<file path="src/rtl/celery_pkg.sv">
// Shared rasterizer-pipeline types: vertices, setup results and dispatcher FSM states.
package celery_pkg;

    typedef struct packed {
        logic signed [15:0] x;
        logic signed [15:0] y;
        logic        [15:0] z;
    } vertex_t;

    typedef struct packed {
        logic               valid;
        logic signed [31:0] area;
        logic signed [15:0] min_x;
        logic signed [15:0] max_x;
        logic signed [15:0] min_y;
        logic signed [15:0] max_y;
    } triangle_setup_t;

    typedef enum logic {
        SU_IDLE,
        SU_WAIT
    } dispatch_su_state_t;

    typedef enum logic {
        RA_IDLE,
        RA_RUN
    } dispatch_ra_state_t;

endpackage

</file>
<file path="src/rtl/sync_fifo.sv">
// Single-clock FIFO with occupancy count and synchronous clear; head is read combinationally.
module sync_fifo #(
    parameter int WIDTH = 8,
    parameter int DEPTH = 4
) (
    input  logic                       clk,
    input  logic                       rst,
    input  logic                       clear,
    input  logic                       push,
    input  logic [WIDTH-1:0]           wdata,
    input  logic                       pop,
    output logic [WIDTH-1:0]           rdata,
    output logic [$clog2(DEPTH+1)-1:0] count
);
    localparam int PW = (DEPTH > 1) ? $clog2(DEPTH) : 1;
    localparam int CW = $clog2(DEPTH + 1);

    logic [WIDTH-1:0] mem [DEPTH];
    logic [PW-1:0]    wr_ptr;
    logic [PW-1:0]    rd_ptr;

    // Explicit wrap so non-power-of-two depths work too.
    function automatic logic [PW-1:0] bump(input logic [PW-1:0] p);
        return (p == PW'(DEPTH - 1)) ? '0 : p + PW'(1);
    endfunction

    always_ff @(posedge clk or posedge rst) begin
        if (rst) begin
            wr_ptr <= '0;
            rd_ptr <= '0;
            count  <= '0;
        end else if (clear) begin
            wr_ptr <= '0;
            rd_ptr <= '0;
            count  <= '0;
        end else begin
            if (push) wr_ptr <= bump(wr_ptr);
            if (pop)  rd_ptr <= bump(rd_ptr);
            if (push && !pop)      count <= count + CW'(1);
            else if (pop && !push) count <= count - CW'(1);
        end
    end

    // NOTE: storage is deliberately not reset; count and pointers decide what is valid.
    always_ff @(posedge clk) begin
        if (push && !clear) mem[wr_ptr] <= wdata;
    end

    assign rdata = mem[rd_ptr];

endmodule

</file>
<file path="src/rtl/tri_dispatch.sv">
// Triangle dispatcher: queues vertex triples and overlaps setup of triangle N+1 with raster of N.
// Statistics counters are built only when CELERY_TRI_STATS_EN is defined.
module tri_dispatch
    import celery_pkg::*;
#(
    parameter int FIFO_DEPTH  = 4,
    parameter int SETUP_SLOTS = 2,
    parameter int CNT_WIDTH   = 32
) (
    input  logic                 clk,
    input  logic                 rst,
    input  vertex_t              v0,
    input  vertex_t              v1,
    input  vertex_t              v2,
    input  logic                 tri_valid,
    output logic                 tri_ready,
    output vertex_t              setup_v0,
    output vertex_t              setup_v1,
    output vertex_t              setup_v2,
    output logic                 setup_start,
    input  triangle_setup_t      setup_result,
    input  logic                 setup_done,
    output triangle_setup_t      rast_tri,
    output logic                 rast_start,
    input  logic                 rast_done,
    input  logic                 flush,
    output logic                 busy,
    input  logic                 stat_clear,
    output logic [CNT_WIDTH-1:0] stat_accepted,
    output logic [CNT_WIDTH-1:0] stat_culled,
    output logic [CNT_WIDTH-1:0] stat_rasterized
);
    localparam int FCW = $clog2(FIFO_DEPTH + 1);
    localparam int SCW = $clog2(SETUP_SLOTS + 1);
    localparam int VW  = 3 * $bits(vertex_t);
    localparam int TW  = $bits(triangle_setup_t);

    dispatch_su_state_t su_state, su_next;
    dispatch_ra_state_t ra_state, ra_next;
    logic               su_discard;

    logic [FCW-1:0]  fifo_count;
    logic [SCW-1:0]  slot_count;
    logic [VW-1:0]   fifo_head;
    vertex_t         head_v0, head_v1, head_v2;
    triangle_setup_t slot_head;

    logic fifo_push, fifo_empty, slot_empty, slot_full;
    logic su_issue, su_cull, slot_push, slot_pop, ra_finish;

    assign fifo_empty = (fifo_count == '0);
    assign slot_empty = (slot_count == '0);
    assign slot_full  = (slot_count == SCW'(SETUP_SLOTS));
    assign tri_ready  = (fifo_count != FCW'(FIFO_DEPTH)) && !flush;
    assign fifo_push  = tri_valid && tri_ready;
    assign {head_v0, head_v1, head_v2} = fifo_head;

    sync_fifo #(.WIDTH(VW), .DEPTH(FIFO_DEPTH)) u_tri_fifo (
        .clk   (clk),
        .rst   (rst),
        .clear (flush),
        .push  (fifo_push),
        .wdata ({v0, v1, v2}),
        .pop   (su_issue),
        .rdata (fifo_head),
        .count (fifo_count)
    );

    sync_fifo #(.WIDTH(TW), .DEPTH(SETUP_SLOTS)) u_slot_buf (
        .clk   (clk),
        .rst   (rst),
        .clear (flush),
        .push  (slot_push),
        .wdata (setup_result),
        .pop   (slot_pop),
        .rdata (slot_head),
        .count (slot_count)
    );

    // NOTE: every output of this block gets a default first, so no path can infer a latch.
    always_comb begin
        su_next   = su_state;
        ra_next   = ra_state;
        su_issue  = 1'b0;
        su_cull   = 1'b0;
        slot_push = 1'b0;
        slot_pop  = 1'b0;
        ra_finish = 1'b0;

        case (su_state)
            SU_IDLE: begin
                if (!fifo_empty && !slot_full && !flush) begin
                    su_issue = 1'b1;
                    su_next  = SU_WAIT;
                end
            end
            SU_WAIT: begin
                if (setup_done) begin
                    su_next = SU_IDLE;
                    // A setup started before a flush finishes but its result is dropped.
                    if (!su_discard && !flush) begin
                        slot_push = setup_result.valid;
                        su_cull   = !setup_result.valid;
                    end
                end
            end
            default: su_next = SU_IDLE;
        endcase

        case (ra_state)
            RA_IDLE: begin
                if (!slot_empty && !flush) begin
                    slot_pop = 1'b1;
                    ra_next  = RA_RUN;
                end
            end
            RA_RUN: begin
                if (rast_done) begin
                    ra_finish = 1'b1;
                    ra_next   = RA_IDLE;
                end
            end
            default: ra_next = RA_IDLE;
        endcase
    end

    always_ff @(posedge clk or posedge rst) begin
        if (rst) begin
            su_state   <= SU_IDLE;
            ra_state   <= RA_IDLE;
            su_discard <= 1'b0;
        end else begin
            su_state   <= su_next;
            ra_state   <= ra_next;
            su_discard <= (su_next == SU_WAIT) && (su_discard || flush);
        end
    end

    // Start pulses leave together with the registered operands they qualify.
    always_ff @(posedge clk or posedge rst) begin
        if (rst) begin
            setup_v0    <= '0;
            setup_v1    <= '0;
            setup_v2    <= '0;
            setup_start <= 1'b0;
            rast_tri    <= '0;
            rast_start  <= 1'b0;
        end else begin
            setup_start <= su_issue;
            rast_start  <= slot_pop;
            if (su_issue) begin
                setup_v0 <= head_v0;
                setup_v1 <= head_v1;
                setup_v2 <= head_v2;
            end
            if (slot_pop) rast_tri <= slot_head;
        end
    end

    assign busy = !fifo_empty || (su_state == SU_WAIT) || !slot_empty || (ra_state == RA_RUN);

`ifdef CELERY_TRI_STATS_EN
    logic [CNT_WIDTH-1:0] acc_q, cull_q, rast_q;

    always_ff @(posedge clk or posedge rst) begin
        if (rst) begin
            acc_q  <= '0;
            cull_q <= '0;
            rast_q <= '0;
        end else if (stat_clear) begin
            acc_q  <= '0;
            cull_q <= '0;
            rast_q <= '0;
        end else begin
            if (fifo_push && acc_q != '1) acc_q  <= acc_q + CNT_WIDTH'(1);
            if (su_cull && cull_q != '1)  cull_q <= cull_q + CNT_WIDTH'(1);
            if (ra_finish && rast_q != '1) rast_q <= rast_q + CNT_WIDTH'(1);
        end
    end

    assign stat_accepted   = acc_q;
    assign stat_culled     = cull_q;
    assign stat_rasterized = rast_q;
`else
    logic unused_stat;
    assign unused_stat     = stat_clear ^ su_cull ^ ra_finish;
    assign stat_accepted   = '0;
    assign stat_culled     = '0;
    assign stat_rasterized = '0;
`endif

endmodule

</file>
<file path="config.mk">
export PLATFORM = sky130hd
export DESIGN_NAME = tri_dispatch
export DESIGN_NICKNAME = d
export VERILOG_FILES = /design/src/rtl/celery_pkg.sv /design/src/rtl/sync_fifo.sv /design/src/rtl/tri_dispatch.sv
export SDC_FILE = /design/constraint.sdc
export NUM_CORES = 1
export LEC_CHECK = 0
export ABC_AREA = 0
export BUFFER_PORTS_ARGS = -buffer_cell sky130_fd_sc_hd__buf_2
export CELL_PAD_IN_SITES_DETAIL_PLACEMENT = 0
export CELL_PAD_IN_SITES_GLOBAL_PLACEMENT = 2
export CORE_ASPECT_RATIO = 0.75
export CORE_MARGIN = 5
export CORE_UTILIZATION = 45
export CTS_BUF_LIST = sky130_fd_sc_hd__clkbuf_4
export CTS_CLUSTER_DIAMETER = 200
export DETAILED_ROUTE_END_ITERATION = 8
export GPL_ROUTABILITY_DRIVEN = 0
export GPL_TIMING_DRIVEN = 0
export PLACE_DENSITY_LB_ADDON = 0.1
export SKIP_CTS_REPAIR_TIMING = 1
export SLEW_MARGIN = 10
export SYNTH_ARGS = -nofsm -noshare
export SYNTH_HDL_FRONTEND = slang
export SYNTH_SLANG_ARGS = --single-unit
</file>
<file path="constraint.sdc">
create_clock -name clk -period 16.6 [get_ports clk]
set_input_delay 2.49 -clock clk [delete_from_list [all_inputs] [get_ports clk]]
set_output_delay 2.49 -clock clk [all_outputs]
set_load 0.03 [all_outputs]
</file>
## Word level (Yosys, flattened, before mapping)

Memory sizes are Yosys's and may differ from the RTL's. A register that Yosys moved wholly into a read port is not among the register bits.
Cells that the tools add are included.

| word-level totals | value |
|---|---|
| memories kept | 2 |
| output and inout port bits | 341 |
| logic and storage cells | 94 |
| memory bits (writable) | 770 |
| register bits | 16 |
| input bits | 248 |

Memories:

| name | depth | width | read ports | clocked after memory_dff | wr ports | RTL line | text |
|---|---|---|---|---|---|---|---|
| u_tri_fifo.mem | 4 | 144 | 1 | 1 | 1 | sync_fifo.sv:18 | `logic [WIDTH-1:0] mem [DEPTH];` |
| u_slot_buf.mem | 2 | 97 | 1 | 1 | 1 | sync_fifo.sv:18 |  |

| cells by class | value |
|---|---|
| multiplexer cells | 33 |
| $add $sub $neg | 8 |
| bitwise logic cells | 2 |
| eq/ne operators | 4 |
| reductions and logical operators | 34 |

Operator list:

| cell | count |
|---|---|
| 1-bit two-way mux | 19 |
| 2-bit two-way mux | 9 |
| 1-bit logical AND | 13 |
| 1-bit zero test | 9 |
| 3-bit two-way mux | 3 |
| 2-bit nonzero test | 4 |
| 2-bit by 1-bit adder with 2-bit output, second input constant | 3 |
| 2-bit equality test, second input constant | 3 |
| 3-bit nonzero test | 2 |
| 1-bit logical OR | 4 |
| 1-bit case mux with 2 select lines | 2 |
| 3-bit by 1-bit adder with 3-bit output, second input constant | 1 |
| 3-bit zero test | 1 |
| 3-bit inequality test, second input constant | 1 |
| 3-bit by 1-bit subtractor with 3-bit output, second input constant | 1 |
| 1-bit adder, second input constant | 2 |
| 2-bit zero test | 1 |
| 1-bit inverter | 2 |
| 2-bit by 1-bit subtractor with 2-bit output, second input constant | 1 |

## Longest topological paths before layout

Gate-level depths: netlist of the first run.

| depth | value |
|---|---|
| word-level depth | 10 |
| depth in mapped cells | 11 |
| mapped depth without buffers | 8 |

## Cells and area by module

A second synthesis of the first run with hierarchy kept.

| second synthesis, totals | value |
|---|---|
| cell total of the unflattened synthesis | 1753 |
| area total of the unflattened synthesis | 38899.8 um^2 |

By module, submodules not included:

| module | area an instance (um^2) | seq. area each (um^2) | times used | cells an instance |
|---|---|---|---|---|
| sync_fifo (u_tri_fifo) | 21229.1 | 17471.8 | 1 | 801 |
| tri_dispatch | 10395.0 | 6155.9 | 1 | 630 |
| sync_fifo (u_slot_buf) | 7275.7 | 5925.7 | 1 | 322 |

## Worst setup path after synthesis of the first run

Ideal clock, no wire load.

| timing path | value |
|---|---|
| path type | input -> register |
| start point | input port flush |
| end point | memory u_slot_buf.mem[0][0] (netlist bit) (enable) |
| required time | 16046 ps |
| library setup time | 554 ps |
| stages | 4 |
| data arrival time | 7114 ps |
| buffers on the path | 1 |
| slack | 8932 ps |
| cells stage by stage | buf_6 > nor2_1 > nand4_1 > nor2_1 |

| between the ends | value |
|---|---|
| longest elaborated chain between the ends | 8 |

RTL lines:

| element | RTL line | text |
|---|---|---|
| from (decl) | tri_dispatch.sv:26 | `input logic flush,` |
| 1-bit zero test * | sync_fifo.sv:46, tri_dispatch.sv:101 |  |
| 1-bit logical AND | tri_dispatch.sv:101 | `if (!su_discard && !flush) begin` |
| 1-bit two-way mux | tri_dispatch.sv:101 |  |
| 1-bit two-way mux | tri_dispatch.sv:98 | `if (setup_done) begin` |
| 1-bit two-way mux | tri_dispatch.sv:90 | `case (su_state)` |
| 1-bit logical AND * | sync_fifo.sv:46 | `if (push && !clear) mem[wr_ptr] <= wdata;` |
| 1-bit two-way mux * | sync_fifo.sv:46 |  |
| 1-bit two-way mux (not written as such) * | sync_fifo.sv:46 |  |
| to (decl) | sync_fifo.sv:18 |  |

Every way passes the cells marked *; elsewhere a longest branch is shown, timed or not.

## Worst setup path after layout of the first run

| timing path | value |
|---|---|
| start point | input port flush |
| end point | output port tri_ready |

| between the ends | value |
|---|---|
| longest elaborated chain between the ends | 2 |

RTL lines:

| element | RTL line | text |
|---|---|---|
| 1-bit zero test | tri_dispatch.sv:54 | `assign tri_ready = (fifo_count != FCW'(FIFO_DEPTH)) && !flush;` |
| 1-bit logical AND | tri_dispatch.sv:54 |  |
| to (decl) | tri_dispatch.sv:16 | `output logic tri_ready,` |

Every way passes these cells.

==> out/results.tsv, run 1 <==
metric	value	unit
GRT Resource Usage Total	0.198	
setup ws final	10.68	ns
ranking of synthesized cells by area	edfxtp_1, dfrtp_1, mux4_2	
flops & latches, synth	1027	
NumNets Final	3288	
Area Overhead vs Synth	21.2	%
Slew headroom	0.374	
commonest cells in the netlist	edfxtp_1, nand2_1, dfrtp_1	
Initial DRC Count	1040	
post-layout util	0.549	
Initial Util	0.453	
status	finished, final reports clean	
vias	21258	
Root Buffer	clkbuf_4	
crit-path max FO	7	
power per cell area	163	mW/mm^2
Synthesis Warnings	0	
vias in the first global route	21995	
Async S/R FF share, synth	0.250	
core area	0.0840	sq mm
P_leak	18.0	nW
setup_tns	0	ns
Via density	4.84	
Max-Cap Viols	0	
largest net degree at the start of global routing	92	
CP Launch Type	primary input	
count leader, synth	edfxtp_1	
grt total ovfl	0	
TritonCTS Buffers	239	
global-route wire length before repair	135000	um
Slew Viols, Final	0	
H-tree depth	4	
Synth Flop Type	edfxtp_1	
ratio of cells with drive above 1 in the final layout	0.373	
DRC viols	0	
WS Path Type	in2out	
Synth Area per Inst	17.4	sq um
final count of negative-setup-slack endpoints	0	
final period utilization	0.356	
Final Critical Period	5.92	ns
Worst-path clk slew	0.06	ns
Die H	262	um
setup slack at placement	10.71	ns
DP HPWL	58900	um
initial antenna violation count	32	
maximum vdd drop	0.0767	mV
I/O pin count	589	
post-route ant nets	0	
cell count after synthesis	2186	
worst hold-check path type	reg2reg	
Routed WL	90700	um
Post-synth EDFFs	770	
clk_lat worst skew	1.06	ns
CP Capture Type	output port	
Synth top area share	0.607	
die area	0.0906	sq mm
Fin. Hold Viols	0	
Fill cells	7067	
sequential area share after synthesis	0.776	
CTS max path bufs	3	
Critical Path RT	14.11	ns
number of port buffers	490	
WP data arrival	3.43	ns
Layout Skew	0.0801	ns
DR WL/cell	20.6	um
DRT Pass-1 Iters	5	
number of core rows	92	
Max Fclk	0.169	GHz
Placed Instances	3921	
clock sink count	1027	
DIE WIDTH	346	um
largest area contributor in the netlist	edfxtp_1	
RSZ-0062 raised after global routing	false	
clock tree from TritonCTS	built	
post-layout instance count excluding filler cells	4395	
Netlist Area Pre-Place	0.0381	sq mm
Least-Margin Pin Slew	0.939	ns
Netlist cell types	45	
-- placed cells by master, fill, tap and decap left out, types with 11 or more instances in the layout --
cell,instances
conb_1,96
mux4_2,144
clkbuf_1,40
nand2_1,441
nor2_1,107
buf_16,12
buf_6,12
clkbuf_4,372
clkinv_1,59
dfrtp_1,257
edfxtp_1,770
buf_4,99
mux2i_1,97
diode_2,23
buf_2,529
a21oi_1,102
buf_12,11
-- critical path: stages --
cell and delay [ns]:
buf_6 0.11, a21oi_1 0.46, buf_2 0.36
-- stage by stage --
stage	hold WS (ns)	power, mW	area, sq um
3_3_place_gp	0.452	5.58	42300
5_1_grt	0.494	7.98	46100
3_5_place_dp	0.457	5.60	42900
4_1_cts	0.474	7.68	46100
2_1_floorplan	0.469	4.84	38400
6_report	0.468	7.54	46100
-- layer usage --
layer  share of wire  global-route usage  up-vias
met5          0.0019                   0        -
met1            0.39               0.243    10697
met4           0.021              0.0688       26
met3           0.071              0.0642      168
met2            0.52               0.334      566
li1                -                   -     9801
-- area by class of cell --
type                       count  area, sq um  share of cell area
antenna                       23         57.6             0.00125
clock buffer                 372         2790              0.0605
inverter                      10         46.3             0.00100
clock inverter                79          414             0.00898
timing repair buffer         512         2980              0.0647
buffer                       199         1270              0.0276
sequential                  1027        29600               0.641
tap                         1128         1410              0.0306
multi-input combinational   1045         7600               0.165
-- where the power goes --
part	leakage [nW]	internal (mW)	total, mW	switching, mW
Sequential	10.1	3.17	3.35	0.181
Combinational	6.06	0.693	2.14	1.45
Clock	1.91	1.07	2.04	0.973
-- cells by family (layout without fill, tap and decap cells) --
logic type / Yosys count / in the layout / synth area share
compound gates: 119 / 119 / 0.0165
xor+xnor: 4 / 4 / 0.000920
buf+inv: 209 / 1172 / 0.0345
fa+ha+maj: 6 / 6 / 0.00217
other cells: 1 / 119 / 0.0000985
flops: 1027 / 1027 / 0.776
mux: 241 / 241 / 0.111
simple gates: 579 / 579 / 0.0590
-- final timing paths --
path | startpoint | to | slack, ns | cells past startpoint
worst max-delay path | flush | tri_ready | 10.68 | 3
worst min-delay path | setup_v0[7]$_DFFE_PP0P_ | setup_v0[7]$_DFFE_PP0P_ | 0.47 | 2
worst max register to register | u_tri_fifo.count[0]$_DFFE_PP0P_ | u_tri_fifo.mem[0][5]$_DFFE_PP_ | 13.66 | 6
worst min register to register | setup_v0[7]$_DFFE_PP0P_ | setup_v0[7]$_DFFE_PP0P_ | 0.47 | 2
max in group asynchronous | rst | setup_v0[28]$_DFFE_PP0P_ | 14.00 | 3
min in group asynchronous | rst | rast_tri[29]$_DFFE_PP0P_ | 1.61 | 2
-- registers in the layout, indices dropped and copies added, names as in the netlist, 2 cells and up --
signal and flops:
rast_tri 97, setup_v0 48, setup_v1 48, setup_v2 48, u_slot_buf.count 2, u_slot_buf.mem 194, u_tri_fifo.count 3, u_tri_fifo.mem 576
u_tri_fifo.rd_ptr 2, u_tri_fifo.wr_ptr 2
Power figures use the tool's default switching activity.
==> run 2: changes to the inputs <==
--- a/config.mk
+++ b/config.mk
@@ -5,13 +5,13 @@
 export SDC_FILE = /design/constraint.sdc
 export NUM_CORES = 1
 export LEC_CHECK = 0
-export ABC_AREA = 0
+export ABC_AREA = 1
 export BUFFER_PORTS_ARGS = -buffer_cell sky130_fd_sc_hd__buf_2
 export CELL_PAD_IN_SITES_DETAIL_PLACEMENT = 0
 export CELL_PAD_IN_SITES_GLOBAL_PLACEMENT = 2
 export CORE_ASPECT_RATIO = 0.75
 export CORE_MARGIN = 5
-export CORE_UTILIZATION = 45
+export CORE_UTILIZATION = 36
 export CTS_BUF_LIST = sky130_fd_sc_hd__clkbuf_4
 export CTS_CLUSTER_DIAMETER = 200
 export DETAILED_ROUTE_END_ITERATION = 8
==> constraint.sdc (replaced) <==
create_clock -name clk -period 5.1 [get_ports clk]
set_input_delay 0.765 -clock clk [delete_from_list [all_inputs] [get_ports clk]]
set_output_delay 0.765 -clock clk [all_outputs]
set_load 0.03 [all_outputs]
==> out/results.tsv, run 2 <==
metric	value	unit	change
vias	26878		+26%
Layout Skew	0.0680	ns	-0.0121 ns
grt total ovfl	0		unchanged
die area	0.113	sq mm	+25%
final count of negative-setup-slack endpoints	0		unchanged
I/O pin count	589		unchanged
setup_tns	0	ns	unchanged
crit-path max FO	3		-4
WS Path Type	reg2out		
P_leak	19.5	nW	+8.3%
final period utilization	0.577		
flops & latches, synth	1027		unchanged
Area Overhead vs Synth	30.6	%	
worst hold-check path type	in2async		
Root Buffer	clkbuf_4		
Die H	293	um	+12%
slowest CP cell	dfrtp_1		
Fin. Hold Viols	0		unchanged
commonest cells in the netlist	nor2_1, edfxtp_1, dfrtp_1		
Initial DRC Count	1531		+47%
largest area contributor in the netlist	edfxtp_1		
core area	0.106	sq mm	+26%
Largest regs	u_tri_fifo.mem (576), u_slot_buf.mem (194), rast_tri (97)		
TritonCTS Buffers	286		+20%
initial antenna violation count	24		-25%
CP Launch Type	register		
Netlist Area Pre-Place	0.0383	sq mm	+0.70%
max reg flops	576		unchanged
power per cell area	564	mW/mm^2	+250%
Synth top area share	0.603		-0.00420
Routed WL	121000	um	+33%
crit-path cells	nor2_1, nand2_1, inv_2, nand2_1, buf_2		
Netlist cell types	25		-44%
DRT Pass-1 Iters	5		unchanged
Post-synth EDFFs	770		unchanged
DRC viols	0		unchanged
Async S/R FF share, synth	0.250		unchanged
Least-Margin Pin Slew	0.828	ns	-0.111 ns
ranking of synthesized cells by area	edfxtp_1, dfrtp_1, nor2_1		
DP HPWL	82100	um	+39%
Initial Util	0.363		-0.0899
Critical Path RT	4.34	ns	-9.77 ns
setup ws final	2.16	ns	-8.53 ns
H-tree depth	5		+1
largest reg by FF count	u_tri_fifo.mem		
Synthesis Warnings	0		unchanged
minimum hold slack	0.334	ns	-0.133 ns
post-route ant nets	0		unchanged
Worst-path clk slew	0.08	ns	+0.02 ns
Synth Area per Inst	13.1	sq um	-25%
number of core rows	103		+12%
Via density	4.68		-3.3%
WP data arrival	2.18	ns	-1.25 ns
CP Capture Type	output port		
path depth of the worst reg2reg path	7		+1
commonest non-fill, non-tap cell in the layout	nor2_1		
GRT Resource Usage Total	0.207		+0.00947
vias in the first global route	26542		+21%
max incr delay on CP	0.39	ns	-0.07 ns
Synth Flop Type	edfxtp_1		
Max Fclk	0.340	GHz	
Final Critical Period	2.94	ns	
ratio of cells with drive above 1 in the final layout	0.281		-0.0917
R2R Path Start	u_tri_fifo.count[1]$_DFFE_PP0P_		
CTS max path bufs	4		+1
DIE WIDTH	387	um	+12%
post-layout instance count excluding filler cells	5749		+31%
total power	28.2	mW	+270%
worst setup path startpoint	u_tri_fifo.count[0]$_DFFE_PP0P_		
global-route wire length before repair	175000	um	+30%
sequential area share after synthesis	0.771		-0.00537
clk_lat worst skew	1.16	ns	+0.10 ns
largest net degree at the start of global routing	29		-68%
clock tree from TritonCTS	built		
status	finished, final reports clean		
commonest non-fill, non-tap cells in the layout	nor2_1, edfxtp_1, buf_2, clkbuf_4, dfrtp_1		
clock sink count	1027		unchanged
Max-Cap Viols	0		unchanged
crit-path most repeated cell	nand2_1		
setup slack at placement	1.64	ns	-9.08 ns
Slew Viols, Final	0		unchanged
Slew headroom	0.447		+0.0728
number of port buffers	491		+0.20%
count leader, synth	nor2_1		
NumNets Final	4358		+33%
Placed Instances	4987		+27%
DR WL/cell	21.0	um	+1.7%
cell count after synthesis	2937		+34%
RSZ-0062 raised after global routing	false		
maximum vdd drop	0.221	mV	+190%
==> run 2: cell families after synthesis <==
kind of cell / share of synthesized area
DFF: 0.771
AOI/OAI and AO/OA: 0.0787
xor gates and xnor gates: 0.000457
other: 0.0000978
buffers and inverters: 0.0427
adders and majority gates: 0.00215
and+or+nand+nor: 0.105
==> run 2: area by class of cell <==
| cell class | count | area [sq um] |
|---|---|---|
| multi-input cells | 1714 | 7550 |
| inverters | 27 | 105 |
| plain buffers | 264 | 1540 |
| clock buffers | 451 | 3390 |
| fillers | 9696 | 55500 |
| repair buffers | 784 | 5950 |
| well taps | 1417 | 1770 |
| diodes | 23 | 57.6 |
| flip-flops and latches | 1027 | 29600 |
| clock inverters | 42 | 161 |
==> run 2: path summary, 6_finish.rpt <==
kind / endpoint / slack, ns
max: busy / 2.16
min: setup_v2[43]$_DFFE_PP0P_ / 0.33
max reg2reg: u_tri_fifo.mem[2][77]$_DFFE_PP_ / 2.26
min reg2reg: rast_tri[92]$_DFFE_PP0P_ / 0.49
max in group asynchronous: setup_v1[29]$_DFFE_PP0P_ / 3.58
min in group clk: u_tri_fifo.mem[0][25]$_DFFE_PP_ / 0.36
==> run 2: through the flow <==
stage | utilization | cell area [sq um]
finish | 0.474 | 50100
global route | 0.474 | 50100
CTS | 0.451 | 47600
detailed placement | 0.417 | 44000
global placement | 0.407 | 42900
floorplan | - | 38700
==> run 2: critical path: cells and delay by family, from the launching register on <==
family / cells / cell delay (ns)
flip-flops: 1 / 0.39
buffers and inverters: 2 / 0.29
AND/OR/NAND/NOR: 3 / 0.37
==> run 2: power by group <==
part	internal [mW]	total (mW)	switching, mW
clock network	3.98	7.32	3.33
registers	10.3	11.0	0.681
logic	2.77	9.89	7.11
total	17.1	28.2	11.1
==> run 2: metal layers <==
layer / vias to the layer above / share of wire / track usage
met5: - / 0.00074 / 0
met3: 193 / 0.063 / 0.0638
met1: 13193 / 0.43 / 0.263
met2: 767 / 0.49 / 0.340
li1: 12709 / - / -
met4: 16 / 0.019 / 0.0707
